## src/rtl/dat_control.sv

```systemverilog
`timescale 1ns/1ps
// dat_control: sequences the blocks of an SD data transfer. It hands each block
// to the DAT physical layer, waits for it to finish and for the card to release
// DAT0, counts the blocks that remain, and reports the end of the transfer or the
// first error.
module dat_control #(
   parameter int BLK_SZ_W  = 12,
   parameter int BLK_CNT_W = 16,
   parameter int TMO_W     = 16
) (
   input  logic                 sd_clk,
   input  logic                 rst,
   input  logic                 start,
   input  logic                 dir,
   input  logic                 multi_blk,
   input  logic [BLK_CNT_W-1:0] blk_cnt_cfg,
   input  logic [BLK_SZ_W-1:0]  blk_sz_cfg,
   input  logic [TMO_W-1:0]     timeout_cfg,
   input  logic                 stop,
   input  logic                 data_phys_busy,
   input  logic                 phys_done,
   input  logic                 phys_crc_err,
   input  logic                 sdc_busy,
   input  logic                 tx_fifo_empty,
   input  logic                 rx_fifo_full,
   output logic                 write_flag,
   output logic                 read_flag,
   output logic [BLK_SZ_W-1:0]  block_sz,
   output logic [BLK_CNT_W-1:0] blk_rem,
   output logic                 xfer_active,
   output logic                 blk_done,
   output logic                 xfer_done,
   output logic                 xfer_err,
   output logic [1:0]           err_code
);

   typedef enum logic [2:0] {
      IDLE,
      ISSUE,
      WAIT_PHYS,
      WAIT_CARD,
      DONE,
      ERR
   } state_t;

   typedef enum logic [1:0] {
      ERR_NONE  = 2'b00,
      ERR_CRC   = 2'b01,
      ERR_TMO   = 2'b10,
      ERR_ABORT = 2'b11
   } err_t;

   state_t           state;
   logic             dir_q;      // 1 = write, held for the whole transfer
   logic [TMO_W-1:0] tmo_lim;    // timeout limit captured at start, 0 = disabled
   logic [TMO_W-1:0] tmo_cnt;
   logic [TMO_W-1:0] tmo_nxt;
   logic             tmo_hit;
   logic             fifo_ready;
   logic             unused_inputs;

   // The physical layer's busy flag is informational only; the FSM relies on
   // phys_done alone.
   assign unused_inputs = data_phys_busy;

   // Timeout fires on the cycle the count would reach the limit, so a limit of N
   // gives exactly N cycles in a waiting state.
   assign tmo_nxt = tmo_cnt + TMO_W'(1);
   assign tmo_hit = (tmo_lim != '0) && (tmo_nxt == tmo_lim);

   // A block may only start when its FIFO can source or sink the data.
   assign fifo_ready = dir_q ? !tx_fifo_empty : !rx_fifo_full;

   // Transfer FSM together with all of its registered outputs.
   // NOTE: every register here is written with <= so that all of them update
   // from the same pre-edge values; the async reset clears each one explicitly.
   always_ff @(posedge sd_clk or posedge rst) begin
      if (rst) begin
         state       <= IDLE;
         dir_q       <= 1'b0;
         tmo_lim     <= '0;
         tmo_cnt     <= '0;
         write_flag  <= 1'b0;
         read_flag   <= 1'b0;
         block_sz    <= '0;
         blk_rem     <= '0;
         xfer_active <= 1'b0;
         blk_done    <= 1'b0;
         xfer_done   <= 1'b0;
         xfer_err    <= 1'b0;
         err_code    <= ERR_NONE;
      end else begin
         // Pulse outputs default low and are raised for one cycle below.
         write_flag <= 1'b0;
         read_flag  <= 1'b0;
         blk_done   <= 1'b0;
         xfer_done  <= 1'b0;
         xfer_err   <= 1'b0;

         case (state)
            IDLE: begin
               if (start) begin
                  dir_q       <= dir;
                  block_sz    <= blk_sz_cfg;
                  tmo_lim     <= timeout_cfg;
                  tmo_cnt     <= '0;
                  err_code    <= ERR_NONE;
                  xfer_active <= 1'b1;
                  if (multi_blk) begin
                     blk_rem <= blk_cnt_cfg;
                     state   <= (blk_cnt_cfg == '0) ? DONE : ISSUE;
                  end else begin
                     blk_rem <= BLK_CNT_W'(1);
                     state   <= ISSUE;
                  end
               end
            end

            ISSUE: begin
               if (stop) begin
                  err_code <= ERR_ABORT;
                  state    <= ERR;
               end else if (fifo_ready) begin
                  write_flag <= dir_q;
                  read_flag  <= !dir_q;
                  tmo_cnt    <= '0;
                  state      <= WAIT_PHYS;
               end
            end

            WAIT_PHYS: begin
               if (stop) begin
                  err_code <= ERR_ABORT;
                  state    <= ERR;
               end else if (phys_done && phys_crc_err) begin
                  err_code <= ERR_CRC;
                  state    <= ERR;
               end else if (tmo_hit) begin
                  err_code <= ERR_TMO;
                  state    <= ERR;
               end else if (phys_done) begin
                  blk_done <= 1'b1;
                  blk_rem  <= (blk_rem != '0) ? blk_rem - BLK_CNT_W'(1) : '0;
                  if (dir_q) begin
                     tmo_cnt <= '0;
                     state   <= WAIT_CARD;
                  end else begin
                     state <= (blk_rem > BLK_CNT_W'(1)) ? ISSUE : DONE;
                  end
               end else begin
                  tmo_cnt <= tmo_nxt;
               end
            end

            WAIT_CARD: begin
               if (stop) begin
                  err_code <= ERR_ABORT;
                  state    <= ERR;
               end else if (tmo_hit) begin
                  err_code <= ERR_TMO;
                  state    <= ERR;
               end else if (!sdc_busy) begin
                  state <= (blk_rem != '0) ? ISSUE : DONE;
               end else begin
                  tmo_cnt <= tmo_nxt;
               end
            end

            DONE: begin
               if (stop) begin
                  err_code <= ERR_ABORT;
                  state    <= ERR;
               end else begin
                  xfer_done   <= 1'b1;
                  xfer_active <= 1'b0;
                  err_code    <= ERR_NONE;
                  state       <= IDLE;
               end
            end

            ERR: begin
               // err_code was set on entry and stays until the next start.
               xfer_err    <= 1'b1;
               xfer_active <= 1'b0;
               state       <= IDLE;
            end

            default: state <= IDLE;
         endcase
      end
   end

endmodule
```

## config.mk

```make
export PLATFORM = sky130hd
export DESIGN_NAME = dat_control
export DESIGN_NICKNAME = d
export VERILOG_FILES = /design/src/rtl/dat_control.sv
export SDC_FILE = /design/constraint.sdc
export NUM_CORES = 1
export LEC_CHECK = 0
export ABC_AREA = 0
export CAP_MARGIN = 20
export CELL_PAD_IN_SITES_DETAIL_PLACEMENT = 0
export CELL_PAD_IN_SITES_GLOBAL_PLACEMENT = 1
export CORE_ASPECT_RATIO = 1.4
export CORE_UTILIZATION = 41
export CTS_CLUSTER_SIZE = 25
export DETAILED_ROUTE_END_ITERATION = 7
export PLACE_DENSITY = 0.87
export SLEW_MARGIN = 25
export SYNTH_ARGS = -nofsm -noshare
export SYNTH_HDL_FRONTEND = slang
export SYNTH_SLANG_ARGS = --single-unit
```

## constraint.sdc

```tcl
create_clock -name sd_clk -period 8.05 [get_ports sd_clk]
set_input_delay 0.805 -clock sd_clk [delete_from_list [all_inputs] [get_ports sd_clk]]
set_output_delay 0.805 -clock sd_clk [all_outputs]
set_load 0.05 [all_outputs]
```

Word-level counts from Yosys, hierarchy flattened
Cells that the tools add are included.

Add/sub/neg operators: 2. Order comparisons: 1. Equality and inequality tests: 22. Muxes and demuxes: 63. Reductions and logical operators: 19.

Operators with widths (number): $mux 16 (18); $pmux 16 s4 (1); $mux 3 (16); $pmux 16 s2 (1); $reduce_bool 16->1 (2); $ne 2x2->1 const B (12); $mux 1 (17); $add 16x1->16 const B (1); $eq 16x16->1 (1); $gt 16x1->1 const B (1); $logic_not 16->1 (1); $sub 16x1->16 const B (1); $pmux 3 s5 (1); $mux 2 (7); $reduce_and 11->1 (1); $pmux 2 s5 (1); $eq 3x2->1 const B (2); $eq 3x3->1 const B (2); $ne 3x3->1 const B (2); $reduce_and 3->1 (2); $reduce_and 6->1 (1); $ne 5x5->1 const B (1); $reduce_bool 5->1 (1); $ne 4x4->1 const B (1); other kinds (10) (13).

Register bits after elaboration: 72. Bits of input ports: 56. Output and inout port bits: 36. Word-level logic and storage cells: 120.

Longest topological paths before layout
Gate-level depths: netlist of the first run.

Word-level depth: 8. Depth in mapped cells: 11. Depth with buffers taken out: 9.

Worst setup path before layout of the first run
Ideal clock, no wire load.

Path type: register to register. Start point: reg tmo_cnt[0]. End point: reg blk_rem[13]. Arrival time: 2.975 ns. Data required time: 7.920 ns. Path slack: 4.945 ns. Cell stages (with the launch flop): 12. Path buffers: 3. Cells stage by stage: dfrtp_1 -> ha_1 -> and3_1 -> buf_4 -> a311oi_1 -> or4_1 -> or4_4 -> nor4_4 -> buf_6 -> o21a_2 -> buf_4 -> o22ai_1.

Longest elaborated chain between the ends: 5.

RTL lines: from (decl) (line 56) `logic [TMO_W-1:0] tmo_cnt;`; from (signal assigned) (line 151) `tmo_cnt <= tmo_nxt;`; from (signal assigned) (line 165) `tmo_cnt <= tmo_nxt;`; $add 16x1->16 (line 68) `assign tmo_nxt = tmo_cnt + TMO_W'(1);`; $eq 16x16->1 (line 69) `assign tmo_hit = (tmo_lim != '0) && (tmo_nxt == tmo_lim);`; $logic_and 1x1->1 (line 69); $ne 2x2->1 (no source line); $reduce_and 6->1 (no source line); to (signal assigned) (line 110) `blk_rem <= blk_cnt_cfg;`; to (signal assigned) (line 143) `blk_rem <= (blk_rem != '0) ? blk_rem - BLK_CNT_W'(1) : '0;`; to (decl) (line 29) `output logic [BLK_CNT_W-1:0] blk_rem,`.

No other way between the ends. A chain may end at the register's enable or synchronous reset.

Final worst setup path of the first run
Start point: reg tmo_cnt[0]. End point: reg blk_rem[0].

The elaborated chain is that of the path after synthesis.

==> results.yml, run 1 <==
yosys:
  ys_seq_elements: 72
  syn_area_per_cell_sq_um: 8.14
  yosysSeqAreaShare: 0.401
  synth_area_sq_mm: 0.00450
  synth_cell_types: 55
  synth-edff-count: 0
  ys.flop_type: "dfrtp_1"
  synth_fp_nets: 611
  ys_warn_count: 0
  synthCells: 552
  async_reset_ff_frac: 1.00
timing:
  rsz0062_at_grt: "no"
  period_needed_ns: 4.06
  max_slew.worst_pin.slew_ns: 0.985
  fin_crit_sh: 0.504
  clock_skew_ns: 0.00756
  relSlewSlack: 0.343
  fin_hold_ws_ns: 0.473
  setup-tns-final_ns: 0
  slew_viol_final: 0
  setup_viol_count_final: 0
  fmax_mhz: 246
  hold_violations: 0
global_routing:
  antenna_found_initial: 0
  grt_pass1_wl_um: 22600
  track_usage: 0.248
  grt_pass1_vias: 4492
  grt_start_max_net_pins: 73
  grt_overflow: 0
worst_setup_path:
  crit_slowest_cell: "nor4_4"
  critical_path_buf_inv_count: 0
  criticalPathCategory: "reg -> reg"
  endpoint_kind: "flip-flop"
  critPathMaxFanout: 13
  critPathLaunchType: "flip-flop"
  critPathTopFamily: "simple AND/OR/NAND/NOR gates"
  r2r-start: "tmo_cnt[0]"
  ff2ff_setup_slack_ns: 3.99
  required_ns: 8.28
  path_cells: "ha_1, and3_1, a311oi_1, or4_1, or4_4, nor4_4, o21ai_0, mux2_2"
  reg2reg_to: "blk_rem[0]"
  critPathMaxStageDelay_ns: 0.76
  crit_arrival_ns: 4.29
  r2r_cells: 8
clock_tree:
  ctsResizeCount: 0
  cts_tree: "yes"
  cts_buffers: 9
  h-tree-depth: 3
  cts.path.max_buffers: 2
  cts_setup_buffers: 0
  holdBufCountCts: 0
  path_clk_slew_ns: 0.06
  clock-sinks: 72
  clk_latency_ns: 0.34
  cts-root-buf: "clkbuf_16"
status:
  status: "finished clean"
routing:
  drt-total-wl_um: 13700
  wl_per_cell_um: 17.9
  first_pass_iters: 5
  via_per_inst: 5.92
  drc: 0
  postRouteAntennaNets: 0
  vias: 4522
  drt-initial-drc-count: 251
die:
  coreArea_sq_mm: 0.0105
  die_w_um: 90.5
  ios: 92
  initial_utilization: 0.428
  num_rows: 44
  die_y_um: 126
  die_area_sq_mm: 0.0114
min_path:
  hold_depth: 2
  hold_start: "block_sz[9]"
  min_to: "block_sz[9]"
  hold_class: "reg -> reg"
layout:
  area_growth_syn_to_layout_pct: 28.4
  postLayoutCoreUtil: 0.549
  final_common_cell: "nand2_1"
  final_layout_size_suffix_gt1_frac: 0.0463
  antennaDiodeCount: 0
  final_nets: 680
  layout_common_cells: "nand2_1, clkdlybuf4s50_1, dfrtp_1, o21ai_0, nor3_1"
power:
  vdd_drop_max_mv: 0.221
  leakagePower_nw: 2.32
  power.density_mw_per_mm2: 381
placed_design:
  place_congestion: 0.928
  port_buffers: 90
  place_hpwl_um: 9640
flow_run:
  cap_viol_max_count: 0
cell usage after synthesis (14+ instances only):
library cell    n  area (sq um)
nand3_1        18          90.1
inv_1          15          56.3
o211ai_1       15           113
nor2_1         24          90.1
nor4_1         14          87.6
dfrtp_1        72          1800
nor3_1         25           125
xnor2_1        17           149
clkbuf_1       22          82.6
o21ai_0        29           145
a21oi_1        20           100
nand2_1       122           458
layer usage:
layer	global-route usage	up-vias	part of all wire
li1	-	2162	-
met1	0.297	2142	0.41
met2	0.433	183	0.51
met3	0.0338	35	0.044
met4	0.122	0	0.034
met5	0	-	0
cell families after synthesis:
family | after synthesis | synth area share
AND/OR/NAND/NOR | 257 | 0.274
multiplexers | 4 | 0.00946
adder cells (fa/ha/maj) | 3 | 0.00835
XOR/XNOR | 23 | 0.0448
buffers and inverters | 53 | 0.0512
flip-flops | 72 | 0.401
AO/OA/AOI/OAI | 140 | 0.211
flip-flops by register name, summed over array words and instances (netlist names):
name / cells
blk_rem: 16
state: 3
read_flag: 1
block_sz: 12
write_flag: 1
dir_q: 1
tmo_lim: 16
xfer_done: 1
xfer_err: 1
xfer_active: 1
err_code: 2
blk_done: 1
tmo_cnt: 16
worst register-to-register path: stages (launching register included):
cell      delay [ns]
dfrtp_1         0.45
ha_1            0.30
and3_1          0.39
a311oi_1        0.18
or4_1           0.58
or4_4           0.55
nor4_4          0.76
o21ai_0         0.39
mux2_2          0.35
cell type report:
cell class | count | area, sq um
inverter | 16 | 60.1
multi-input combinational | 427 | 2480
fill | 982 | 4740
clock inverter | 6 | 92.6
clock buffer | 10 | 229
sequential | 72 | 1800
timing repair buffer | 95 | 942
tap | 138 | 173
worst max path at each step:
stage / endpoint / depth (start not counted) / slack, ns / from
6_report: blk_rem[0] / 8 / 3.99 / tmo_cnt[0]
4_1_cts: blk_rem[0] / 8 / 4.01 / tmo_cnt[0]
3_3_place_gp: blk_rem[0] / 8 / 4.05 / tmo_cnt[0]
5_1_grt: blk_rem[0] / 8 / 3.79 / tmo_cnt[0]
2_1_floorplan: blk_rem[13] / 11 / 4.95 / tmo_cnt[0]
3_5_place_dp: blk_rem[0] / 8 / 4.01 / tmo_cnt[0]
power breakdown:
group	internal, W	switching (W)	total, W
combinational	0.000385	0.000724	0.00111
sequential	0.000486	0.000167	0.000653
clock	0.000273	0.000163	0.000436
per-stage QoR:
step,instance area [sq um],power [W],std cells,worst slack (ns)
floorplan,4500,0.00139,552,4.95
global placement,5440,0.00174,748,4.05
detailed placement,5450,0.00176,748,4.01
CTS,5770,0.00220,764,4.01
global route,5770,0.00233,764,3.79
finish,5770,0.00220,764,3.99
No activity file was read; power rests on OpenSTA's default activity.
==> run 2: changes to the inputs <==
CORE_UTILIZATION = 38   (was 41)
PLACE_DENSITY = 0.81   (was 0.87)
clock period = 4.11 ns   (was 8.05 ns; I/O delays follow)
==> run 2 against run 1 <==
- wire length is 1.8% higher
- clock skew rose by 0.00067 ns
- first-iteration DRC count up 3.2%
- die area is 7.7% higher
- via count rose by 1.5%
- hold slack lost 0.11 ns
- largest power group unchanged
- maximum frequency grew 12%
- critical endpoint is now blk_rem[14]
- global-route usage down 1.2 points
==> results.yml, run 2 (synthesis results as in run 1) <==
clock_tree:
  h-tree-depth: 3
  ctsResizeCount: 0
  cts_tree: "yes"
  holdBufCountCts: 0
  path_clk_slew_ns: 0.06
  clk_latency_ns: 0.34
  cts.path.max_buffers: 2
  cts-root-buf: "clkbuf_16"
  cts_buffers: 9
  cts_setup_buffers: 0
  clock-sinks: 72
timing:
  setup-tns-final_ns: 0
  max_slew.worst_pin.slew_ns: 0.845
  rsz0062_at_grt: "no"
  hold_violations: 0
  fin_hold_ws_ns: 0.365
  slew_viol_final: 0
  period_needed_ns: 3.61
  setup_viol_count_final: 0
  relSlewSlack: 0.432
  clock_skew_ns: 0.00824
  fin_crit_sh: 0.879
  fmax_mhz: 277
  setup_ws_ns: 0.498
routing:
  drt-initial-drc-count: 259
  drt-total-wl_um: 14000
  drc: 0
  wl_per_cell_um: 17.9
  first_pass_iters: 5
  postRouteAntennaNets: 0
  via_per_inst: 5.90
  vias: 4592
worst_setup_path:
  criticalPathCategory: "reg -> reg"
  required_ns: 4.31
  endpoint_kind: "flip-flop"
  critPathMaxFanout: 13
  critical_path_buf_inv_count: 1
  crit_slowest_cell: "or4_4"
  critPathLaunchType: "flip-flop"
  critPathTopFamily: "simple AND/OR/NAND/NOR gates"
  path_cells: "ha_1, and3_1, a311oi_1, or4_1, or4_4, nor4_4, buf_4, o21a_2, o21ai_0"
  critPathMaxStageDelay_ns: 0.55
  crit_arrival_ns: 3.82
layout:
  fillCellCount: 1084
  largest_registers: "blk_rem: 16 flops, tmo_cnt: 16 flops, tmo_lim: 16 flops"
  area_growth_syn_to_layout_pct: 30.3
  postLayoutCoreUtil: 0.511
  antennaDiodeCount: 0
  layout_common_cells: "nand2_1, clkdlybuf4s50_1, dfrtp_1, o21ai_0, nor3_1"
  final_nets: 688
  final_common_cell: "nand2_1"
  final_layout_size_suffix_gt1_frac: 0.0568
die:
  num_rows: 46
  die_w_um: 93.9
  die_y_um: 131
  ios: 92
  coreArea_sq_mm: 0.0115
  die_area_sq_mm: 0.0123
  initial_utilization: 0.393
placed_design:
  port_buffers: 90
  place_congestion: 0.939
  pre_cts_ws_ns: 0.560
  place_hpwl_um: 10200
min_path:
  hold_class: "in -> async"
power:
  leakagePower_nw: 2.38
  switching_share: 0.469
  power_frac_comb: 0.507
  p_int_w: 0.00233
  sequentialPowerShare: 0.285
  vdd_drop_max_mv: 0.404
  power.density_mw_per_mm2: 749
  pwr-share-clk: 0.208
  p_sw_w: 0.00206
  power_w: 0.00439
global_routing:
  grt_pass1_vias: 4434
  grt_pass1_wl_um: 22300
  track_usage: 0.236
  grt_overflow: 0
  antenna_found_initial: 0
  grt_start_max_net_pins: 55
flow_run:
  cap_viol_max_count: 0
status:
  status: "finished clean"
run 2: cell count changes in the layout (fill, tap and decap cells not counted), sizes merged:
cell      delta
buf          +8
bufinv       +1
clkinv       +1
clkinvlp     -2
run 2: power groups by stage:
stage          Clock [W]  Combinational, W  Sequential (W)
2_1_floorplan          0           0.00108         0.00165
3_3_place_gp           0           0.00220         0.00125
3_5_place_dp           0           0.00222         0.00125
4_1_cts         0.000934           0.00223         0.00124
5_1_grt         0.000970           0.00240         0.00128
6_report        0.000914           0.00222         0.00125
run 2: per-layer routing:
| layer | GRT usage | vias to the layer above | wire (um) |
|---|---|---|---|
| met3 | 0.0469 | 38 | 677 |
| met5 | 0 | - | 0 |
| met4 | 0.121 | 0 | 501 |
| met1 | 0.273 | 2202 | 5610 |
| met2 | 0.410 | 170 | 7170 |
| li1 | - | 2182 | - |
run 2: final timing paths:
| path | slack (ns) | endpoint | startpoint | cells past startpoint |
|---|---|---|---|---|
| worst min-delay path | 0.36 | blk_rem[7] | rst | 2 |
| worst max register to register | 0.50 | blk_rem[14] | tmo_cnt[0] | 9 |
| worst max-delay path | 0.50 | blk_rem[14] | tmo_cnt[0] | 9 |
| max in group asynchronous | 2.67 | tmo_cnt[2] | rst | 3 |
| min in group sd_clk | 0.48 | block_sz[6] | block_sz[6] | 2 |
| worst min register to register | 0.48 | block_sz[6] | block_sz[6] | 2 |
run 2: area by class of cell:
cell class                      count  area [sq um]  share of cell area
Multi-Input combinational cell    427          2470               0.422
Tap cell                          144           180              0.0308
Sequential cell                    72          1800               0.308
Timing Repair Buffer              103           998               0.171
Clock inverter                      6           116              0.0199
Inverter                           16          60.1              0.0103
Clock buffer                       10           229              0.0391
run 2: metrics by stage:
stage | std cells | cell area, sq um
after detailed placement | 762 | 5510
after floorplan | 552 | 4500
after CTS | 778 | 5860
after global routing | 778 | 5860
final | 778 | 5860
after global placement | 762 | 5510
